--- config.mk ---
export PLATFORM = sky130hd
export DESIGN_NAME = fifo_rd_arb_ctrl
export DESIGN_NICKNAME = d
export VERILOG_FILES = /design/src/rtl/fifo_pkg.sv /design/src/rtl/ff_sync.sv /design/src/rtl/fifo_rd_arb_ctrl.sv
export SDC_FILE = /design/constraint.sdc
export NUM_CORES = 1
export LEC_CHECK = 0
export ABC_CLOCK_PERIOD_IN_PS = 5800
export BUFFER_PORTS_ARGS = -buffer_cell sky130_fd_sc_hd__buf_2
export CORE_ASPECT_RATIO = 1.1
export CORE_MARGIN = 4
export CORE_UTILIZATION = 40
export DETAILED_ROUTE_END_ITERATION = 12
export PLACE_DENSITY = 0.73
export SLEW_MARGIN = 15
export SYNTH_ARGS = -nofsm -noshare
export SYNTH_HDL_FRONTEND = slang
export SYNTH_SLANG_ARGS = --single-unit
--- constraint.sdc ---
create_clock -name clk -period 5.8 [get_ports clk]
set_clock_uncertainty 0.1 [all_clocks]
set_input_delay 1.45 -clock clk [delete_from_list [all_inputs] [get_ports clk]]
set_output_delay 1.45 -clock clk [all_outputs]
set_load 0.05 [all_outputs]
--- src/rtl/fifo_pkg.sv ---
// Shared async-FIFO definitions: default widths, pointer type and Gray-code helpers.
// The helpers work on zero-extended 32-bit values, so callers of any width cast in and out.
package fifo_pkg;

   localparam int unsigned ADDR_W_DEF = 4;
   localparam int unsigned DATA_W_DEF = 8;
   localparam int unsigned PTR_W_DEF  = ADDR_W_DEF + 1;
   localparam int unsigned CODE_W     = 32;

   typedef logic [PTR_W_DEF-1:0] ptr_t;

   function automatic logic [CODE_W-1:0] bin2gray(input logic [CODE_W-1:0] b);
      return b ^ (b >> 1);
   endfunction

   // Zero upper bits make the prefix-XOR correct for any narrower width.
   function automatic logic [CODE_W-1:0] gray2bin(input logic [CODE_W-1:0] g);
      logic [CODE_W-1:0] b;
      b = '0;
      b[CODE_W-1] = g[CODE_W-1];
      for (int i = CODE_W - 2; i >= 0; i--) begin
         b[i] = b[i+1] ^ g[i];
      end
      return b;
   endfunction

endpackage

--- src/rtl/ff_sync.sv ---
// Two-flop synchronizer for a Gray-coded bus crossing into clk.
module ff_sync #(
   parameter int unsigned SIZE = 5
) (
   input  logic            clk,
   input  logic            rst,
   input  logic [SIZE-1:0] d,
   output logic [SIZE-1:0] q
);

   logic [SIZE-1:0] meta_q;
   logic [SIZE-1:0] sync_q;

   always_ff @(posedge clk or negedge rst) begin
      if (!rst) begin
         meta_q <= '0;
         sync_q <= '0;
      end else begin
         meta_q <= d;
         sync_q <= meta_q;
      end
   end

   assign q = sync_q;

endmodule

--- src/rtl/fifo_rd_arb_ctrl.sv ---
// Read-domain controller of the async FIFO: read pointer, occupancy flags,
// round-robin pop arbitration among consumers and tagged read-data return.
module fifo_rd_arb_ctrl
   import fifo_pkg::*;
#(
   parameter int unsigned ADDR_W    = ADDR_W_DEF,
   parameter int unsigned DATA_W    = DATA_W_DEF,
   parameter int unsigned NUM_REQ   = 4,
   parameter int unsigned AE_THRESH = 2,
   parameter int unsigned ID_W      = $clog2(NUM_REQ)
) (
   input  logic              clk,
   input  logic              rst,
   input  logic [ADDR_W:0]   wptr_gray,
   input  logic [NUM_REQ-1:0] req,
   output logic [NUM_REQ-1:0] gnt,
   output logic              ram_rd_en,
   output logic [ADDR_W-1:0] ram_raddr,
   input  logic [DATA_W-1:0] ram_rdata,
   output logic [DATA_W-1:0] rdata,
   output logic              rvalid,
   output logic [ID_W-1:0]   rid,
   output logic [ADDR_W:0]   rptr_gray,
   output logic              empty,
   output logic              almost_empty,
   output logic [ADDR_W:0]   count
);

   localparam int unsigned PTR_W = ADDR_W + 1;

   logic [PTR_W-1:0]  wq2;
   logic [PTR_W-1:0]  wbin_c;
   logic [PTR_W-1:0]  rbin_q, rbin_d;
   logic [PTR_W-1:0]  rptr_gray_q, rptr_gray_d;
   logic [ID_W-1:0]   rr_last_q, rr_last_d;
   logic [ID_W-1:0]   rid_q, rid_d;
   logic [ID_W-1:0]   winner_c, cand_c;
   logic              found_c, pop_c;
   logic              rvalid_q, rvalid_d;
   logic [DATA_W-1:0] rdata_hold_q, rdata_hold_d;

   ff_sync #(.SIZE(PTR_W)) u_wptr_sync (
      .clk (clk),
      .rst (rst),
      .d   (wptr_gray),
      .q   (wq2)
   );

   // Flags decode only flopped state, so a new wptr is visible two edges after it changes.
   always_comb begin
      wbin_c       = PTR_W'(gray2bin(CODE_W'(wq2)));
      count        = wbin_c - rbin_q;
      empty        = (rptr_gray_q == wq2);
      almost_empty = (CODE_W'(count) <= AE_THRESH);
   end

   // Round robin: first requester after the last winner, wrapping.
   always_comb begin
      winner_c = rr_last_q;
      cand_c   = '0;
      found_c  = 1'b0;
      for (int unsigned k = 1; k <= NUM_REQ; k++) begin
         cand_c = ID_W'((CODE_W'(rr_last_q) + k) % NUM_REQ);
         if (!found_c && req[cand_c]) begin
            winner_c = cand_c;
            found_c  = 1'b1;
         end
      end
   end

   assign pop_c     = (|req) & ~empty;
   assign gnt       = pop_c ? (NUM_REQ'(1) << winner_c) : '0;
   assign ram_rd_en = pop_c;
   assign ram_raddr = rbin_q[ADDR_W-1:0];

   always_comb begin
      rbin_d       = rbin_q + PTR_W'(pop_c);
      rptr_gray_d  = PTR_W'(bin2gray(CODE_W'(rbin_d)));
      rr_last_d    = pop_c ? winner_c : rr_last_q;
      rvalid_d     = pop_c;
      rid_d        = pop_c ? winner_c : rid_q;
      rdata_hold_d = rvalid_q ? ram_rdata : rdata_hold_q;
   end

   always_ff @(posedge clk or negedge rst) begin
      if (!rst) begin
         rbin_q       <= '0;
         rptr_gray_q  <= '0;
         rr_last_q    <= ID_W'(NUM_REQ - 1);
         rvalid_q     <= 1'b0;
         rid_q        <= '0;
         rdata_hold_q <= '0;
      end else begin
         rbin_q       <= rbin_d;
         rptr_gray_q  <= rptr_gray_d;
         rr_last_q    <= rr_last_d;
         rvalid_q     <= rvalid_d;
         rid_q        <= rid_d;
         rdata_hold_q <= rdata_hold_d;
      end
   end

   // RAM output is already registered; pass it through on the return cycle, hold otherwise.
   assign rdata     = rvalid_q ? ram_rdata : rdata_hold_q;
   assign rvalid    = rvalid_q;
   assign rid       = rid_q;
   assign rptr_gray = rptr_gray_q;

endmodule

* After elaboration in Yosys (flattened, before gate mapping)
Cells that the tools add are included.
** Cells by class
- Add/subtract/negate cells :: 6
- Magnitude comparators :: 5
- Eq/ne operators :: 1
- Shift-type cells :: 1
- Mux-type cells :: 17
- Bitwise gates (word level) :: 7
- Reduce and logical (&&, ||, !) cells :: 7
** Operators by type and width (count)
- $lt 2x3->1 const B :: 4
- $bmux 1 s2 :: 4
- $mux 2 :: 4
- $mux 8 :: 1
- $mux 1 :: 7
- $add 5x1->5 :: 1
- $eq 5x5->1 :: 1
- $le 5x2->1 const B :: 1
- $sub 5x5->5 :: 1
- $xor 5x4->5 :: 1
- $add 2x1->2 const B :: 2
- $add 2x2->2 const B :: 2
- $mux 4 :: 1
- $reduce_or 4->1 :: 1
- $shl 1x2->4 const A :: 1
- $xor 1x1->1 :: 4
- $logic_and 1x1->1 :: 3
- $logic_not 1->1 :: 3
- $and 1x1->1 :: 1
- $not 1->1 :: 1
** Word-level totals
- Flip-flop bits (word level) :: 33
- Bits of input ports :: 19
- Word-level logic and storage cells :: 52

* Longest topological paths before layout
- Depth after elaboration :: 15
- Depth in mapped cells :: 11

* Cells and area by module
A second synthesis with hierarchy kept.
** Second synthesis, totals
- Cell total of the unflattened synthesis :: 123
- Area total of the unflattened synthesis :: 1526.5 µm²
** By module, submodules not included
- fifo_rd_arb_ctrl :: times used 1, cells each 113, area each 1276.2 µm²
- ff_sync :: times used 1, cells each 10, area each 250.2 µm²

* Worst setup path after synthesis
No wires, ideal clock.
- Path kind :: register to output
- From :: register u_wptr_sync.sync_q[3], in the netlist u_wptr_sync.q[3]
- To :: output almost_empty
- Arrival :: 3.492 ns
- Setup slack :: 0.758 ns
- Cell stages (with the launch flop) :: 12
- Buffers on the path :: 0
- Cells stage by stage :: dfrtp_1 > xor2_2 > xor2_2 > xor2_2 > xnor2_1 > ha_1 > inv_1 > fa_1 > nand2b_1 > nor4_1 > mux2i_1 > a221oi_1
** Between the ends
- Word-level cells in the longest chain between the ends :: 6
** Ends and longest elaborated chain
- start: declaration :: line ff_sync.sv:12 : logic [SIZE-1:0] sync_q;
- start signal: assignment :: line ff_sync.sv:20 : sync_q <= meta_q;
- $xor 1x1->1 (*) :: line fifo_pkg.sv:22 : b[i] = b[i+1] ^ g[i];
- $xor 1x1->1 (3 in series) :: line fifo_pkg.sv:22
- $sub 5x5->5 (*) :: line fifo_rd_arb_ctrl.sv:52 : count = wbin_c - rbin_q;
- $le 5x2->1 (*) :: line fifo_rd_arb_ctrl.sv:54 : almost_empty = (CODE_W'(count) <= AE_THRESH);
- end: declaration :: line fifo_rd_arb_ctrl.sv:25 : output logic almost_empty,
Every way passes the cells marked *; elsewhere a longest branch is shown, timed or not.

* Worst setup path after layout
Same ends and word-level chain as after synthesis.

==> flow_summary.yaml <==
outcome:
  status: "finished clean"
clock_network:
  cts_resized: 0
  clk_pin_slew_ns: 0.07
  cts_buffer_depth: 2
  clock_latency_ns: 0.28
  cts_hold_buf: 0
  cts_num_sinks: 32
  cts_made_buffers: 5
  tritoncts: "yes"
  post_cts_buffers: 0
  htree_levels: 2
  cts-root-buf: "clkbuf_8"
timing:
  fin_tns_setup_ns: 0
  fin_ws_ns: 1.05
  relSlewSlack_pct: 55.5
  min_period_over_period_pct: 81.9
  slew_viol_final: 0
  worstMarginPinSlew_ns: 0.667
  fmax_ghz: 0.210
  rsz0062_at_grt: "no"
  final_hold_viol_count: 0
  finalSetupViolations: 0
  period_needed_ns: 4.75
die:
  die_x_um: 67.2
  pin_count: 51
  rows: 23
  fp.dieH_um: 73.1
  core-area_mm2: 0.00368
  initial_core_util_pct: 41.8
  dieArea_mm2: 0.00491
detailed_routing:
  drc: 0
  drt_iter0_drc: 25
  ant_nets: 0
  drt_pass1_iterations: 4
  wl_per_cell_um: 13.8
  wirelength_mm: 3.18
  dr_total_vias: 1088
  vias_per_cell: 4.73
finish:
  multi_input_area_um2: 696
  nFillCells: 349
  nNetsFinal: 205
  regArea_um2: 803
  drive_above_1_share_pct: 41.7
  area_growth_pct: 28.0
  diodes: 0
  utilization_pct: 53.5
yosys:
  synth_area_mm2: 0.00154
  syn_inst: 124
  synth-seq-cells: 32
  yosys_warnings: 0
  syn_avg_cell_area_um2: 12.4
  ys_seq_area_share_pct: 52.2
  syn_nets: 150
  synth.distinct_cells: 32
global_routing:
  grt_remaining_overflow: 0
  grt_max_degree: 33
  antenna_found_initial: 0
  grt.total_usage_pct: 14.6
  grt_pass1_wl_mm: 5.31
  grt_pass1_vias: 1184
critical_path:
  rr_startpoint: "u_wptr_sync.q[3]$_DFF_PN0_"
  r2r_slack_ns: 3.55
  crit_path_start_kind: "flip-flop"
  crit_chain: "xor2_2 > xor2_2 > xor2_2 > xnor2_1 > ha_1 > inv_1 > fa_1 > nand2b_1 > nor4_1 > mux2i_1 > a221oi_1 > buf_2"
  crit_arrival_ns: 3.20
  path_delay_family: "XOR/XNOR gates"
  crit_top_cell: "xor2_2"
  reg2reg_depth: 7
  reg2reg_to: "rptr_gray[1]$_DFF_PN0_"
  end_kind: "output port"
  critical_path_required_ns: 4.25
  cpMaxStageDelayCell: "dfrtp_1"
  slowest_delay_ns: 0.42
  crit_type: "reg -> out"
  cp.buffers_inverters: 2
  crit_fanout: 4
placement:
  dp_slack_ns: 1.29
  port_buffers: 50
  gp_congestion: 0.738
  hpwl_mm: 2.49
run:
  cap_viol_max_count: 0
min_path:
  hold_path_depth: 0
  hold-path-endpoint: "u_wptr_sync.q[1]$_DFF_PN0_"
  min_from: "u_wptr_sync.meta_q[1]$_DFF_PN0_"
  hp-class: "reg -> reg"
[per-layer routing]
layer	part of all wire (%)	vias up	GRT usage, %
met5	0	-	0
met4	1.1	0	6.53
met3	5.0	4	4.47
met2	54	37	25.7
met1	40	516	16.0
li1	-	531	-
[worst reg2reg max path: stages, from the launching register on]
cell     delay [ns]
dfrtp_1        0.42
xnor2_1        0.18
nand4_1        0.21
o21a_4         0.29
ha_1           0.22
ha_1           0.21
xor2_1         0.34
xor2_1         0.20
[cell families after synthesis]
logic type | Yosys count | synth area share [%]
adders and majority gates | 7 | 6.17
and+or+nand+nor | 25 | 9.18
muxes | 12 | 8.61
DFF | 32 | 52.2
xor gates and xnor gates | 20 | 12.8
AOI/OAI and AO/OA | 17 | 8.37
buffers and inverters | 11 | 2.68
[worst max-delay path by stage]
| stage | end | start | slack, ns | cells after the start |
|---|---|---|---|---|
| final | almost_empty | u_wptr_sync.q[3]$_DFF_PN0_ | 1.05 | 12 |
| after global routing | almost_empty | u_wptr_sync.q[4]$_DFF_PN0_ | 0.70 | 12 |
| after CTS | almost_empty | u_wptr_sync.q[3]$_DFF_PN0_ | 0.99 | 12 |
| after detailed placement | almost_empty | u_wptr_sync.q[3]$_DFF_PN0_ | 1.29 | 12 |
| after global placement | almost_empty | u_wptr_sync.q[3]$_DFF_PN0_ | 1.42 | 12 |
| after floorplan | almost_empty | u_wptr_sync.q[3]$_DFF_PN0_ | 0.76 | 11 |
[synth_stat cells]
cell,instances,share of area (%)
or3_1,1,0.41
dfrtp_1,30,49
nor2_1,5,1.2
mux2_2,10,7.3
or4_4,1,0.73
nor4_1,3,1.2
fa_1,1,1.3
a2bb2oi_1,1,0.57
o31a_1,1,0.57
nand2_1,2,0.49
inv_1,9,2.2
ha_1,6,4.9
a21oi_1,3,0.97
o21ai_0,2,0.65
xor2_2,3,3.2
a221oi_1,1,0.57
nand3_1,4,1.3
mux2i_1,2,1.3
nand2b_1,3,1.2
a311o_1,1,0.65
and3b_1,1,0.57
nand4_1,1,0.41
dfstp_2,2,3.4
xnor2_1,12,6.8
o21a_1,1,0.49
nor2b_1,4,1.6
clkbuf_1,2,0.49
o211ai_1,2,0.97
xor2_1,5,2.8
a21o_1,1,0.49
o21a_4,1,0.97
o31ai_1,3,1.5
[cells in the final DEF, fill, tap and decap left out, types with 2 or more instances in the layout]
master and n:
nor4_1 3, xor2_1 5, buf_2 50, nand2b_1 3
dfstp_2 2, ha_1 6, nor2_1 5, nor2b_1 4
clkbuf_8 7, nand3_1 4, xnor2_1 12, mux2_2 10
dfrtp_1 30, xor2_2 3, o31ai_1 3, a21oi_1 3
nand2_1 2, o211ai_1 2, o21ai_0 2, mux2i_1 2
inv_1 9
[stage by stage]
stage | area, um^2 | instances | hold slack (ns)
floorplan | 1540 | 124 | 0.231
finish | 1970 | 230 | 0.245
CTS | 1970 | 230 | 0.245
detailed placement | 1850 | 222 | 0.237
global route | 1970 | 230 | 0.252
global placement | 1850 | 222 | 0.232
[final cells by class]
type | instances | share of cell area (%)
flip-flops and latches | 32 | 40.7
multi-input cells | 81 | 35.3
well taps | 50 | 3.17
clock inverters | 1 | 1.52
repair buffers | 50 | 12.7
clock buffers | 7 | 4.89
inverters | 9 | 1.71
[flip-flops by register name, summed over array words and instances, names as in the netlist]
signal	count
rr_last_q	2
rbin_q	5
rid	2
rptr_gray	4
rdata_hold_q	8
u_wptr_sync.meta_q	5
u_wptr_sync.q	5
rvalid	1
Power is not shown: default switching activity piles up to over one toggle a cycle in this logic, so the estimate is an artifact.
